--- src/rtl/mem_access.sv ---
// mem_access: memory-access pipeline stage between EX/MA and MA/WB.
// ALU results pass straight through in one cycle; loads and stores go through
// a two-state FSM (IDLE/BUS) that drives a simple req/ack bus, shifts store data
// into its byte lanes, extracts and extends load data, and raises an access
// fault when no ack arrives within TIMEOUT_CYCLES bus cycles.
// Optional feature macro MA_MISALIGN_TRAP_EN: misaligned memory ops trap with
// misalign_out instead of reaching the bus. Without it the byte offset is
// forced to natural alignment and misalign_out stays 0.
module mem_access #(
    parameter int TIMEOUT_CYCLES = 255
) (
    input  logic        clk,
    input  logic        rst,
    input  logic        clear,
    input  logic        valid_in,
    input  logic [63:0] pc_in,
    input  logic [4:0]  rd_in,
    input  logic [63:0] result_in,
    input  logic [63:0] data2_in,
    input  logic        load_op,
    input  logic        store_op,
    input  logic [1:0]  size,
    input  logic        unsigned_op,
    output logic        stall_out,
    output logic        bus_req,
    output logic        bus_we,
    output logic [63:0] bus_addr,
    output logic [63:0] bus_wdata,
    output logic [7:0]  bus_wstrb,
    input  logic        bus_ack,
    input  logic [63:0] bus_rdata,
    output logic        valid_out,
    output logic [63:0] pc_out,
    output logic [4:0]  rd_out,
    output logic [63:0] result_out,
    output logic        fault_out,
    output logic        misalign_out
);

    typedef enum logic {
        ST_IDLE = 1'b0,
        ST_BUS  = 1'b1
    } state_t;

    // Wait-counter value on the last bus cycle before the fault is declared.
    localparam logic [15:0] LP_TO_LAST = 16'(TIMEOUT_CYCLES - 1);

    state_t      r_state;
    state_t      w_state_nxt;
    logic [15:0] r_wait_cnt;
    logic [15:0] w_cnt_nxt;
    logic        r_flush;
    logic        w_flush_nxt;

    logic        r_valid_p1;
    logic        r_fault_p1;
    logic        r_misalign_p1;
    logic [63:0] r_pc_p1;
    logic [4:0]  r_rd_p1;
    logic [63:0] r_result_p1;

    logic        w_mem_op;
    logic [2:0]  w_align_mask;
    logic [7:0]  w_strb_base;
    logic [2:0]  w_off;
    logic        w_trap;
    logic        w_timeout;
    logic [63:0] w_rdata_sh;
    logic [63:0] w_load_val;

    logic        w_stall;
    logic        w_bus_req;
    logic        w_load;
    logic        w_ld_valid;
    logic        w_ld_fault;
    logic        w_ld_mis;
    logic [4:0]  w_ld_rd;
    logic [63:0] w_ld_result;

    // Truncate the lane-aligned read data to the access size and extend it.
    function automatic logic [63:0] f_load_ext(input logic [63:0] d,
                                               input logic [1:0]  sz,
                                               input logic        uns);
        logic [63:0] v;
        case (sz)
            2'd0:    v = uns ? {56'd0, d[7:0]}  : {{56{d[7]}},  d[7:0]};
            2'd1:    v = uns ? {48'd0, d[15:0]} : {{48{d[15]}}, d[15:0]};
            2'd2:    v = uns ? {32'd0, d[31:0]} : {{32{d[31]}}, d[31:0]};
            default: v = d;
        endcase
        return v;
    endfunction

    assign w_mem_op  = load_op | store_op;
    assign w_timeout = (r_wait_cnt == LP_TO_LAST);

    // Low address bits that must be zero for a naturally aligned access, and base strobe.
    always_comb begin
        case (size)
            2'd0:    begin w_align_mask = 3'b000; w_strb_base = 8'h01; end
            2'd1:    begin w_align_mask = 3'b001; w_strb_base = 8'h03; end
            2'd2:    begin w_align_mask = 3'b011; w_strb_base = 8'h0F; end
            default: begin w_align_mask = 3'b111; w_strb_base = 8'hFF; end
        endcase
    end

`ifdef MA_MISALIGN_TRAP_EN
    logic w_misaligned;
    assign w_misaligned = |(result_in[2:0] & w_align_mask);
    assign w_off        = result_in[2:0];
    assign w_trap       = w_mem_op & w_misaligned;
    assign misalign_out = r_misalign_p1;
`else
    assign w_off        = result_in[2:0] & ~w_align_mask;
    assign w_trap       = 1'b0;
    assign misalign_out = 1'b0;
`endif

    assign w_rdata_sh = bus_rdata >> {w_off, 3'b000};
    assign w_load_val = f_load_ext(w_rdata_sh, size, unsigned_op);

    // Next state, stall, bus request and MA/WB load values; defaults first.
    always_comb begin
        w_state_nxt = r_state;
        w_cnt_nxt   = r_wait_cnt;
        w_flush_nxt = r_flush;
        w_stall     = 1'b0;
        w_bus_req   = 1'b0;
        w_load      = 1'b0;
        w_ld_valid  = 1'b0;
        w_ld_fault  = 1'b0;
        w_ld_mis    = 1'b0;
        w_ld_rd     = rd_in;
        w_ld_result = result_in;
        case (r_state)
            ST_IDLE: begin
                w_cnt_nxt   = 16'd0;
                w_flush_nxt = 1'b0;
                if (clear || !valid_in) begin
                    w_load = 1'b0;
                end else if (w_trap) begin
                    w_load     = 1'b1;
                    w_ld_valid = 1'b1;
                    w_ld_mis   = 1'b1;
                    w_ld_rd    = store_op ? 5'd0 : rd_in;
                end else if (w_mem_op) begin
                    w_stall     = 1'b1;
                    w_state_nxt = ST_BUS;
                end else begin
                    w_load     = 1'b1;
                    w_ld_valid = 1'b1;
                end
            end
            ST_BUS: begin
                w_bus_req = 1'b1;
                if (bus_ack || w_timeout) begin
                    w_load      = 1'b1;
                    w_state_nxt = ST_IDLE;
                    w_flush_nxt = 1'b0;
                    w_ld_valid  = !(r_flush || clear);
                    w_ld_fault  = !bus_ack && !(r_flush || clear);
                    w_ld_rd     = store_op ? 5'd0 : rd_in;
                    if (!bus_ack)
                        w_ld_result = result_in;
                    else if (store_op)
                        w_ld_result = 64'd0;
                    else
                        w_ld_result = w_load_val;
                end else begin
                    w_stall   = 1'b1;
                    w_cnt_nxt = r_wait_cnt + 16'd1;
                    if (clear)
                        w_flush_nxt = 1'b1;
                end
            end
            default: w_state_nxt = ST_IDLE;
        endcase
    end

    // FSM state, bus wait counter and sticky flush flag.
    always_ff @(posedge clk) begin
        if (rst) begin
            r_state    <= ST_IDLE;
            r_wait_cnt <= 16'd0;
            r_flush    <= 1'b0;
        end else begin
            r_state    <= w_state_nxt;
            r_wait_cnt <= w_cnt_nxt;
            r_flush    <= w_flush_nxt;
        end
    end

    // MA/WB register: loads on completion, otherwise a bubble with faults cleared.
    always_ff @(posedge clk) begin
        if (rst) begin
            r_valid_p1    <= 1'b0;
            r_fault_p1    <= 1'b0;
            r_misalign_p1 <= 1'b0;
            r_pc_p1       <= 64'd0;
            r_rd_p1       <= 5'd0;
            r_result_p1   <= 64'd0;
        end else if (w_load) begin
            r_valid_p1    <= w_ld_valid;
            r_fault_p1    <= w_ld_fault;
            r_misalign_p1 <= w_ld_mis;
            r_pc_p1       <= pc_in;
            r_rd_p1       <= w_ld_rd;
            r_result_p1   <= w_ld_result;
        end else begin
            r_valid_p1    <= 1'b0;
            r_fault_p1    <= 1'b0;
            r_misalign_p1 <= 1'b0;
        end
    end

    assign stall_out  = w_stall;
    assign bus_req    = w_bus_req;
    assign bus_we     = w_bus_req & store_op;
    assign bus_addr   = w_bus_req ? {result_in[63:3], 3'b000} : 64'd0;
    assign bus_wstrb  = w_bus_req ? (w_strb_base << w_off) : 8'd0;
    assign bus_wdata  = w_bus_req ? (data2_in << {w_off, 3'b000}) : 64'd0;

    assign valid_out  = r_valid_p1;
    assign fault_out  = r_fault_p1;
    assign pc_out     = r_pc_p1;
    assign rd_out     = r_rd_p1;
    assign result_out = r_result_p1;

endmodule

--- config.mk ---
export PLATFORM = sky130hd
export DESIGN_NAME = mem_access
export DESIGN_NICKNAME = d
export VERILOG_FILES = /design/src/rtl/mem_access.sv
export SDC_FILE = /design/constraint.sdc
export NUM_CORES = 1
export LEC_CHECK = 0
export BUFFER_PORTS_ARGS = -buffer_cell sky130_fd_sc_hd__buf_2
export CORE_AREA = 2 2 212 214
export CTS_BUF_LIST = sky130_fd_sc_hd__clkbuf_4
export DETAILED_ROUTE_END_ITERATION = 16
export DIE_AREA = 0 0 214 216
export PLACE_DENSITY = 0.56
export RECOVER_POWER = 50
export SETUP_SLACK_MARGIN = 0.02
export SKIP_LAST_GASP = 1
export SLEW_MARGIN = 20
export SYNTH_ARGS = -nofsm -noshare
export SYNTH_HDL_FRONTEND = slang
export SYNTH_SLANG_ARGS = --single-unit
--- constraint.sdc ---
create_clock -name clk -period 1.95 [get_ports clk]
set_input_delay 0.0975 -clock clk [delete_from_list [all_inputs] [get_ports clk]]
set_output_delay 0.0975 -clock clk [all_outputs]
set_load 0.01 [all_outputs]
After elaboration in Yosys (flattened, before gate mapping)
Cells that the tools add are included.
{"block": "word_totals", "romBits": 0, "inputBits": 271, "n_memories": 0, "mem_bits_rw": 0, "ff_bits": 153, "out_inout_bits": 275, "latchBits": 0}
{"block": "op_classes", "mux": 32, "n_reduce_logical": 10, "n_bitwise": 7, "n_eq_ne": 5, "n_shift": 3, "multipliers": 0, "magnitude_cmp": 0, "add_sub_neg": 1, "div_mod_pow": 0}
{"op": "$mux 64", "n": 9}
{"op": "$pmux 64 s3", "n": 1}
{"op": "$shl 64x6->64", "n": 1}
{"op": "$shr 64x6->64", "n": 1}
{"op": "$pmux 16 s2", "n": 1}
{"op": "$pmux 8 s3", "n": 1}
{"op": "$add 16x1->16 const B", "n": 1}
{"op": "$eq 16x8->1 const B", "n": 1}
{"op": "$mux 16", "n": 1}
{"op": "$mux 1", "n": 10}
{"op": "$mux 5", "n": 2}
{"op": "$pmux 5 s2", "n": 1}
{"op": "$pmux 3 s3", "n": 1}
{"op": "$mux 8", "n": 1}
{"op": "$pmux 1 s2", "n": 4}
{"op": "$shl 8x3->8", "n": 1}
{"op": "$reduce_or 4->1", "n": 1}
{"op": "$and 3x3->3", "n": 1}
{"op": "$logic_not 1->1", "n": 3}
{"op": "$logic_or 1x1->1", "n": 3}
{"op": "$ne 3x2->1 const B", "n": 1}
{"op": "$not 1->1", "n": 3}
{"op": "$not 3->3", "n": 1}
{"op": "$eq 2x1->1 const B", "n": 1}
{"op": "other kinds (7)", "n": 7}

Logic depth before layout (Yosys ltp)
{"block": "depth", "ltp_word": 11, "depth_mapped": 11, "depth_no_buf": 8}

Worst setup path before layout
OpenSTA, ideal clock, no wires.
{"block": "synth_path", "path_kind": "register to register", "startpoint": "register r_wait_cnt[0]", "endpoint": "register r_result_p1[19] (netlist: result_out[19])", "path_stages_with_launch": 11, "t_arrival_ps": 1957, "path_slack_ps": -143, "period_less_slack_ps": 2093, "path_buffers": 3, "required_ps": 1813, "setup_ps": 137, "path_cell_list": "dfxtp_1 -> inv_1 -> ha_1 -> nor4b_1 -> a41o_1 -> buf_2 -> a21boi_0 -> buf_2 -> buf_2 -> a222oi_1 -> a211oi_1"}
{"block": "synth_via", "elab_chain_cells": 4, "word_cells_on_any_way": 6, "classes_between": "1 x eq/ne; 4 x mux; 1 x reduce/logical"}
{"element": "start: declaration", "line": "50", "rtl": "logic [15:0] r_wait_cnt;"}
{"element": "start signal: assignment", "line": "188", "rtl": "r_wait_cnt <= w_cnt_nxt;"}
{"element": "$eq 16x8->1 (*)", "line": "95", "rtl": "assign w_timeout = (r_wait_cnt == LP_TO_LAST);"}
{"element": "$logic_or 1x1->1 (*)", "line": "156", "rtl": "if (bus_ack || w_timeout) begin"}
{"element": "$mux 1 or $mux 64 (tied branches)", "line": "156"}
{"element": "$pmux 1 s2 or $mux 64 (tied branches)", "line": "135", "rtl": "case (r_state)"}
{"element": "end signal: assignment", "line": "208", "rtl": "r_result_p1 <= w_ld_result;"}
{"element": "end: declaration", "line": "60", "rtl": "logic [63:0] r_result_p1;"}
Every way passes the cells marked *; elsewhere a longest branch is shown, timed or not.
A chain may end at the register's enable or synchronous reset.

Worst setup path in the final report
{"block": "layout_path", "startpoint": "register r_wait_cnt[0]", "endpoint": "register r_result_p1[23] (netlist: result_out[23])"}
The elaborated chain is that of the path after synthesis.

==> impl_metrics.env <==
export IMPL_antenna_found_initial=14
export IMPL_p_leak_nw=7.64
export IMPL_worst_setup_path_type="reg2reg"
export IMPL_grt_usage_pct=24.8
export IMPL_finalWorstSetupSlack_ns=-0.156
export IMPL_drc=0
export IMPL_num_vias=14047
export IMPL_dp_slack_ns=-0.271
export IMPL_max_slew_worst_pin_slew_ns=0.779
export IMPL_mostFrequentLayoutCells="buf_2, nand2_1, dlygate4sd3_1"
export IMPL_cp_arrival_ns=2.67
export IMPL_critPathMaxStageDelay_ns=0.36
export IMPL_wirelength_um=60200
export IMPL_r2r_end="result_out[23]"
export IMPL_clock_latency_ns=0.63
export IMPL_drv_cap=0
export IMPL_synth_xor_area_share_pct=0.951
export IMPL_pwr_density_cell_nw_per_um2=477
export IMPL_mostFrequentLayoutCell="buf_2"
export IMPL_postRouteAntennaNets=0
export IMPL_fin_crit_ns=2.11
export IMPL_slew_headroom_pct=48.0
export IMPL_clkSlewWorstSetupHoldPaths_ns=0.16
export IMPL_synth_fa_ha_area_share_pct=0.247
export IMPL_fp_dieW_um=214
export IMPL_critPathCaptureType="flip-flop"
export IMPL_synth_compound_area_share_pct=21.4
export IMPL_pin_count=546
export IMPL_crit_path_frequent_cell="buf_6"
export IMPL_rrSetupSlack_ns=-0.16
export IMPL_skew_ns=0.0226
export IMPL_nets=2439
export IMPL_r2r_cells=11
export IMPL_ys_flop_type="dfxtp_1"
export IMPL_fmax_mhz=475
export IMPL_htreeDepth=4
export IMPL_worstReg2RegStart="r_wait_cnt[0]"
export IMPL_row_count=77
export IMPL_start_util_pct=23.1
export IMPL_drive_gt1_share_pct=36.3
export IMPL_gp_congestion=0.919
export IMPL_final_max_slew_viol_count=0
export IMPL_grt_pass1_wl_um=86500
export IMPL_grt_overflow=0
export IMPL_ys_warn_count=0
export IMPL_ys_types=72
export IMPL_cp_slowest_cell="dfxtp_2"
export IMPL_first_pass_iters=6
export IMPL_synth_simple_gate_area_share_pct=28.5
export IMPL_hpwl_um=44800
export IMPL_async_reset_ff_share_pct=0
export IMPL_clock_sinks=153
export IMPL_worstPathCellList="inv_2, ha_4, nor4b_4, a41o_2, buf_6, a21boi_4, buf_6, buf_12, bufbuf_16, nand3_1, nand4_1"
export IMPL_ys_seq_area_share_pct=30.2
export IMPL_crit_family="buffers and inverters"
export IMPL_grt_pass1_vias=13950
export IMPL_grt_setup_unrepaired="yes"
export IMPL_min_from="bus_rdata[18]"
export IMPL_portBuffers=541
export IMPL_synthCells=1350
export IMPL_area_delta_synth_final_pct=75.2
export IMPL_required_ns=2.52
export IMPL_hold_class="in2reg"
export IMPL_min_period_over_period_pct=108
export IMPL_holdWs_ns=0.0349
export IMPL_cts_buffers_inserted=17
export IMPL_muxShareOfSynthArea_pct=12.4
export IMPL_synthesis_area_um2=10100
export IMPL_grt_max_degree=65
export IMPL_crit_fanout=7
export IMPL_setup_worst_path_start="r_wait_cnt[0]"
export IMPL_start_kind="flip-flop"
export IMPL_avgSynthCellArea_um2=7.50
export IMPL_chipHeight_um=216
export IMPL_routed_via_density=5.06
export IMPL_avgRoutedWirePerCell_um=21.7
export IMPL_min_delay_path_depth=4
export IMPL_ys_ff_latch=153
export IMPL_synth_edf_count=0
export IMPL_cts_tree="built"
export IMPL_crit_buf_inv=5
export IMPL_clock_path_buffers=2
export IMPL_outcome="complete, but fails checks"
export IMPL_clockRootBuffer="clkbuf_4"
export IMPL_coreArea_um2=43800
export IMPL_hold_viol_final=0
export IMPL_drt_initial_drc_count=1025
export IMPL_dieArea_um2=46200
export IMPL_synth_top_family_by_area="simple AND/OR/NAND/NOR gates"
export IMPL_final_util_pct=40.5
export IMPL_peakVddDrop_uv=287
export IMPL_finalSetupViolCount=131
export IMPL_holdPathEnd="result_out[18]"
export IMPL_violations="setup timing"
through the flow:
stage	setup TNS [ns]	power [mW]	cells	cell area [um2]
4_1_cts	-17.00	8.44	2753	17300
2_1_floorplan	0	4.51	1353	10200
6_report	-9.97	8.47	2776	17700
3_5_place_dp	-11.69	5.69	2507	14400
3_3_place_gp	-9.64	5.68	2507	14400
5_1_grt	-26.13	8.85	2776	17700
worst max path at each step:
stage,depth (start not counted),to,slack (ns)
finish,11,result_out[23],-0.16
detailed placement,9,result_out[23],-0.27
global route,9,pc_out[24],-0.26
CTS,7,stall_out,-0.22
floorplan,11,pc_out[0],0.03
global placement,9,result_out[23],-0.22
timing repair:
action	in CTS	in global routing
hold buffers	179	0
cloned	11	4
setup buffers	24	18
pin swaps	25	45
gates resized for setup	80	97
setup endpoints to repair	243	192
hold endpoints to repair	134	0
cell usage after synthesis (6+ instances only):
master / count / area share (%)
o21ai_0: 25 / 1.2
a221oi_1: 8 / 0.69
nand2b_1: 7 / 0.43
a21o_1: 37 / 2.7
o21ai_1: 31 / 1.5
mux4_2: 42 / 9.3
nor2_1: 121 / 4.5
buf_1: 9 / 0.33
dfxtp_1: 153 / 30
mux2i_1: 23 / 2.3
nand3_1: 65 / 3.2
a21oi_1: 136 / 6.7
and2_1: 72 / 4.4
buf_4: 8 / 0.59
nand4_1: 11 / 0.68
inv_1: 8 / 0.30
mux2_2: 6 / 0.67
nor3_1: 21 / 1.0
a222oi_1: 6 / 0.59
nor2b_1: 21 / 1.3
and3_1: 11 / 0.68
a22oi_1: 16 / 1.2
nand2_1: 282 / 10
clkbuf_1: 64 / 2.4
buf_2: 39 / 1.9
xor2_1: 6 / 0.52
a211oi_1: 20 / 1.5
o22ai_1: 10 / 0.62
or3_1: 8 / 0.49
kinds of logic (layout without fill, tap and decap cells):
kind of cell | Yosys count | count (layout)
AO/OA/AOI/OAI | 340 | 340
XOR/XNOR | 11 | 11
adder cells (fa/ha/maj) | 2 | 2
buffers and inverters | 136 | 961
flip-flops | 153 | 153
multiplexers | 72 | 72
other | 1 | 9
AND/OR/NAND/NOR | 635 | 636
report_power, final:
group | switching (mW) | leakage, nW | internal, mW
logic | 1.51 | 6.23 | 1.39
registers | 0.0784 | 1.24 | 3.25
clock network | 1.41 | 0.163 | 0.832
worst min-delay path: stages:
cell and delay [ns]:
buf_2 0.12, nand2_1 0.05, a311o_1 0.24, nand4_1 0.11
sequential cells by signal (all words and copies together) (netlist names):
name        cells
result_out     64
r_wait_cnt     16
valid_out       1
pc_out         64
fault_out       1
r_flush         1
rd_out          5
r_state         1
metal layers:
metal / vias to the layer above / routed length [um] / global-route usage (%)
met3: 168 / 4850 / 5.19
li1: 6396 / - / -
met4: 10 / 3750 / 15.2
met5: - / 73 / 0
met2: 806 / 29300 / 43.3
met1: 6667 / 22200 / 27.6
final cells by class:
| class | instances | area (um2) |
|---|---|---|
| clock inverter | 14 | 178 |
| clock buffer | 18 | 135 |
| tap | 592 | 741 |
| antenna | 5 | 12.5 |
| fill | 4466 | 26100 |
| timing repair buffer | 918 | 6550 |
| multi-input combinational | 1065 | 7010 |
| sequential | 153 | 3070 |
| inverter | 11 | 43.8 |
(Power assumes the default switching activity.)
